--- src/rtl/master_state_control_if.sv ---
// rtl/master_state_control_if.sv - game-control signal bundle between master_state_control and its neighbours
interface master_state_control_if;
    logic [3:0] BTN;
    logic       SCORE_TICK;
    logic       COLLISION;
    logic       VS;
    logic [1:0] MASTER_STATE;
    logic [3:0] SCORE;
    logic       GAME_START;

    modport master (
        input  BTN, SCORE_TICK, COLLISION, VS,
        output MASTER_STATE, SCORE, GAME_START
    );

    modport slave (
        output BTN, SCORE_TICK, COLLISION, VS,
        input  MASTER_STATE, SCORE, GAME_START
    );
endinterface

--- src/rtl/master_state_control.sv ---
// rtl/master_state_control.sv - snake game state machine: idle/play/win/lose, score and hold timer
module master_state_control #(
    parameter int WIN_SCORE   = 10,
    parameter int HOLD_FRAMES = 300
) (
    input  logic CLK,
    input  logic RESET,
    master_state_control_if.master bus
);
    localparam logic [1:0] ST_IDLE = 2'b00;
    localparam logic [1:0] ST_PLAY = 2'b01;
    localparam logic [1:0] ST_WIN  = 2'b10;
    localparam logic [1:0] ST_LOSE = 2'b11;

    logic [3:0] sync1;
    logic [3:0] sync2;
    logic       or_d;
    logic       blk;
    logic [1:0] settle;
    logic       vs_d;
    logic [9:0] frame_cnt;
    logic [1:0] state;
    logic [3:0] score;
    logic       game_start;

    logic       or_sync;
    logic       press;
    logic       vs_fall;
    logic [4:0] score_next;
    logic       win_hit;
    logic [9:0] frame_next;
    logic       hold_hit;

    assign or_sync    = |sync2;
    assign press      = or_sync & ~or_d & ~blk;
    assign vs_fall    = vs_d & ~bus.VS;
    assign score_next = {1'b0, score} + 5'd1;
    assign win_hit    = (score_next == 5'(WIN_SCORE));
    assign frame_next = frame_cnt + 10'd1;
    assign hold_hit   = (frame_next == 10'(HOLD_FRAMES));

    always_ff @(posedge CLK) begin
        if (!RESET) begin
            sync1      <= 4'd0;
            sync2      <= 4'd0;
            or_d       <= 1'b0;
            blk        <= 1'b1;
            settle     <= 2'b00;
            vs_d       <= 1'b0;
            frame_cnt  <= 10'd0;
            state      <= ST_IDLE;
            score      <= 4'd0;
            game_start <= 1'b0;
        end else begin
            sync1      <= bus.BTN;
            sync2      <= sync1;
            or_d       <= or_sync;
            vs_d       <= bus.VS;
            settle     <= {settle[0], 1'b1};
            game_start <= 1'b0;
            // A button held through reset must be released once before it can start a game.
            if (blk && settle[1] && !or_sync)
                blk <= 1'b0;

            case (state)
                ST_IDLE: begin
                    if (press) begin
                        state      <= ST_PLAY;
                        score      <= 4'd0;
                        game_start <= 1'b1;
                    end
                end
                ST_PLAY: begin
                    if (bus.COLLISION) begin
                        state     <= ST_LOSE;
                        frame_cnt <= 10'd0;
                    end else if (bus.SCORE_TICK) begin
                        if (win_hit) begin
                            score     <= 4'(WIN_SCORE);
                            state     <= ST_WIN;
                            frame_cnt <= 10'd0;
                        end else begin
                            score <= score + 4'd1;
                        end
                    end
                end
                ST_WIN, ST_LOSE: begin
                    if (press) begin
                        state <= ST_IDLE;
                    end else if (vs_fall) begin
                        if (hold_hit)
                            state <= ST_IDLE;
                        else
                            frame_cnt <= frame_next;
                    end
                end
                default: state <= ST_IDLE;
            endcase
        end
    end

    assign bus.MASTER_STATE = state;
    assign bus.SCORE        = score;
    assign bus.GAME_START   = game_start;
endmodule

--- src/flat_wrapper.sv ---
// flat-port wrapper written by rule: the top's interface ports become plain ports
module master_state_control_flat 
#(
    parameter int WIN_SCORE   = 10,
    parameter int HOLD_FRAMES = 300
)
  (CLK, RESET, bus_BTN, bus_SCORE_TICK, bus_COLLISION, bus_VS, bus_MASTER_STATE, bus_SCORE, bus_GAME_START);
  master_state_control_if bus_i ();
  input  logic CLK;
  input  logic RESET;
  input wire logic [$bits(bus_i.BTN)-1:0] bus_BTN;
  input wire logic [$bits(bus_i.SCORE_TICK)-1:0] bus_SCORE_TICK;
  input wire logic [$bits(bus_i.COLLISION)-1:0] bus_COLLISION;
  input wire logic [$bits(bus_i.VS)-1:0] bus_VS;
  output wire logic [$bits(bus_i.MASTER_STATE)-1:0] bus_MASTER_STATE;
  output wire logic [$bits(bus_i.SCORE)-1:0] bus_SCORE;
  output wire logic [$bits(bus_i.GAME_START)-1:0] bus_GAME_START;
  assign bus_i.BTN = bus_BTN;
  assign bus_i.SCORE_TICK = bus_SCORE_TICK;
  assign bus_i.COLLISION = bus_COLLISION;
  assign bus_i.VS = bus_VS;
  assign bus_MASTER_STATE = bus_i.MASTER_STATE;
  assign bus_SCORE = bus_i.SCORE;
  assign bus_GAME_START = bus_i.GAME_START;
  master_state_control #(.WIN_SCORE(WIN_SCORE), .HOLD_FRAMES(HOLD_FRAMES)) u_core (.CLK(CLK), .RESET(RESET), .bus(bus_i));
endmodule
--- config.mk ---
export PLATFORM = sky130hd
export DESIGN_NAME = master_state_control_flat
export DESIGN_NICKNAME = d
export VERILOG_FILES = /design/src/rtl/master_state_control_if.sv /design/src/rtl/master_state_control.sv /design/src/flat_wrapper.sv
export SDC_FILE = /design/constraint.sdc
export NUM_CORES = 1
export LEC_CHECK = 0
export BUFFER_PORTS_ARGS = -buffer_cell sky130_fd_sc_hd__clkbuf_2
export CAP_MARGIN = 20
export CORE_ASPECT_RATIO = 0.9
export CORE_MARGIN = 5
export CORE_UTILIZATION = 55
export CTS_BUF_LIST = sky130_fd_sc_hd__clkbuf_4 sky130_fd_sc_hd__clkbuf_8 sky130_fd_sc_hd__clkbuf_16
export DETAILED_ROUTE_END_ITERATION = 6
export GPL_TIMING_DRIVEN = 0
export PLACE_DENSITY = 0.84
export SLEW_MARGIN = 20
export SYNTH_ARGS = -nofsm -noshare
export SYNTH_HDL_FRONTEND = slang
export SYNTH_SLANG_ARGS = --single-unit
export TNS_END_PERCENT = 20
--- constraint.sdc ---
create_clock -name CLK -period 2.2 [get_ports CLK]
set_input_delay 0.11 -clock CLK [delete_from_list [all_inputs] [get_ports CLK]]
set_output_delay 0.11 -clock CLK [all_outputs]
set_load 0.02 [all_outputs]
==> results.ini <==
[route]
drc = 0
viasPerCell = 5.87
first_iter_violations = 119
first_pass_iters = 4
dr_total_vias = 1292
ant_nets = 0
avgRoutedWirePerCell_microns = 14.2
finalWirelength_microns = 3130

[timing]
grt_setup_unrepaired = no
fin_skew_ps = 8.69
hold_ws_ps = 181
clock.fmax_mhz = 516
fin_crit_ps = 1940
hold_viol = 0
fin_crit_sh_pct = 88.1
fin_setup_tns_ps = 0
tightest_slew_ps = 490
setup_viol = 0
slew_violations = 0
maxSlewHeadroom_pct = 67.0

[global_routing]
gr-total-overflow = 0
grt_pass1_wl_microns = 5390
grt_pass1_vias = 1207
grt_start_max_net_pins = 11
antenna_found_initial = 0
grt_usage_pct = 18.4

[yosys]
synth.distinct_cells = 45
synth.yosys.seq_area_share_pct = 40.8
synth_top_area_share_pct = 40.8
syn_area_per_cell_sq_um = 9.03
ys_warn_count = 0
synth_area_leaders = dfxtp_1 41%, nand2_1 5.6%, and2_1 5.1%, nor2b_1 3.0%, ha_1 2.5%
synthCells = 163
ys_dominant_reg_cell = dfxtp_1
syn_area_sq_um = 1470
synth_top_area_cell = dfxtp_1
ys_seq_elements = 30
async_flop_share_pct = 0
synth-edff-count = 0
synth.net_count = 175

[critical_path]
worst_ep_arrival_time_ps = 2180
worstRegToRegCells = 7
worstReg2RegStart = u_core.bus.SCORE[0]
critPathMaxStageDelay_ps = 440
crit_fanout = 10
cp-start-kind = register
cp.required_ps = 2440
endpoint_kind = register
worst_path_max_delay_cell = dfxtp_1
crit_path_start = u_core.bus.SCORE[0]
crit_type = register to register
cp_cell_sequence = ha_1, nor4bb_1, a2bb2oi_1, a22oi_4, buf_6, a21boi_2, o21a_1

[clock_network]
cts-htree-levels = 2
numClockSinks = 30
cts_tree = done
path_clk_slew_ps = 100
clock_path_buffers = 2
clock_latency_ps = 330
clockRootBuffer = clkbuf_4
cts_made_buffers = 5

[outcome]
outcome = finished clean

[floorplanning]
chipHeight_microns = 59.1
start_util_pct = 58.7
dieArea_sq_um = 3810
rows = 17
io_pins = 16
die_w_microns = 64.5
core_area_sq_um = 2510

[power]
leakagePower_nw = 0.607
vdd.ir_drop.worst_mv = 0.533
p_per_area_nw_per_um2 = 590

[cells_and_area]
antenna_cells = 0
synthToLayoutAreaGrowth_pct = 15.9
fillers = 195
area.sequential_sq_um = 601
nNetsFinal = 203
multi_input_area_sq_um = 826
stdcell_area_sq_um = 1710
layout-drive-gt1-share_pct = 18.2

[placed_design]
gp_congestion = 0.808
placed_area_sq_um = 1580
hpwl_microns = 2230
io_buffers = 15

[job]
cap_violations = 0

[hold_path]
min_path_type = primary input to register
hold_path_depth = 4
min_from = bus_COLLISION

## cell usage after synthesis (2+ instances only)
master,number
nand2b_1,3
nor2_1,4
a2bb2oi_1,3
o21ai_0,6
a21boi_0,3
and2_1,12
o21a_1,5
nor2b_1,7
inv_1,3
o221ai_1,2
nor3_1,6
nand3_1,5
o22ai_1,4
a21oi_1,4
or2_2,4
dfxtp_1,30
clkbuf_1,5
nand2_1,22
nand4b_1,4
ha_1,3
a21boi_1,3
nor3b_1,2
## routing by layer
layer	vias up	GRT usage (%)	wire, microns
met5	-	0	0
li1	648	-	-
met1	606	21.5	1410
met2	32	30.6	1480
met4	0	8.43	51
met3	6	6.64	189
## metrics by stage
| stage | utilization (%) | power, mW | worst slack (ps) | instances |
|---|---|---|---|---|
| 3_3_place_gp | 63.1 | 0.652 | 392 | 206 |
| 2_1_floorplan | - | 0.631 | 378 | 163 |
| 3_5_place_dp | 63.1 | 0.656 | 274 | 206 |
| 6_report | 68.0 | 1.01 | 263 | 220 |
| 5_1_grt | 68.0 | 1.05 | 99.2 | 220 |
| 4_1_cts | 68.0 | 1.02 | 258 | 220 |
## path summary, 6_finish.rpt
check / to / slack (ps)
worst max-delay path: u_core.frame_cnt[6] / 260
worst min-delay path: u_core.bus.SCORE[2] / 180
worst max register to register: u_core.frame_cnt[6] / 260
worst min register to register: u_core.sync2[2] / 440
## logic make-up after synthesis
family	synth area share (%)
xor gates and xnor gates	0.595
buffers and inverters	3.14
AOI/OAI and AO/OA	22.1
DFF	40.8
adders and majority gates	2.55
and+or+nand+nor	30.8
## layout by cell type, fill, tap and decap left out, types with 2 or more instances in the layout
| master | instances |
|---|---|
| dlygate4sd3_1 | 6 |
| or2_2 | 4 |
| o21a_1 | 5 |
| a21oi_1 | 4 |
| nor3_1 | 6 |
| o22ai_1 | 4 |
| nor2b_1 | 7 |
| nand2_1 | 22 |
| clkbuf_1 | 5 |
| ha_1 | 3 |
| clkbuf_2 | 15 |
| a2bb2oi_1 | 3 |
| nand3_1 | 5 |
| a21boi_0 | 3 |
| a21boi_1 | 3 |
| nor3b_1 | 2 |
| nand2b_1 | 3 |
| clkbuf_4 | 5 |
| o221ai_1 | 2 |
| nor2_1 | 4 |
| o21ai_0 | 6 |
| and2_1 | 12 |
| inv_1 | 3 |
| nand4b_1 | 4 |
| dfxtp_1 | 30 |
## state kept, by name, summed over array words and instances, names as in the netlist
register,count
u_core.blk,1
u_core.bus.GAME_START,1
u_core.bus.MASTER_STATE,2
u_core.bus.SCORE,4
u_core.frame_cnt,10
u_core.or_d,1
u_core.settle,2
u_core.sync1,4
u_core.sync2,4
u_core.vs_d,1
## area by class of cell
class	instances	share of cell area [%]
multi-input cells	123	48.4
repair buffers	21	7.92
plain buffers	7	2.05
well taps	28	2.05
clock inverters	2	0.733
flip-flops and latches	30	35.2
inverters	3	0.660
clock buffers	6	3.01
## timing repair
action                                 4_1_cts  5_1_grt
resized for setup                            0        0
setup buffers                                0        0
hold buffers                                 6        0
endpoints found under the hold margin        6        0
## critical path: cells and delay by family (launching register included)
| kind | cells | cell delay (ps) |
|---|---|---|
| buffers and inverters | 1 | 180 |
| AO/OA/AOI/OAI | 4 | 700 |
| adder cells (fa/ha/maj) | 1 | 230 |
| AND/OR/NAND/NOR | 1 | 290 |
| flip-flops | 1 | 440 |
## power breakdown
group	internal [mW]	switching [mW]	leakage [nW]	total, mW
logic	0.0375	0.0466	0.328	0.0841
clock network	0.153	0.201	0.0343	0.354
registers	0.558	0.0101	0.245	0.568
total	0.749	0.258	0.607	1.01
No activity file was read; power rests on OpenSTA's default activity.
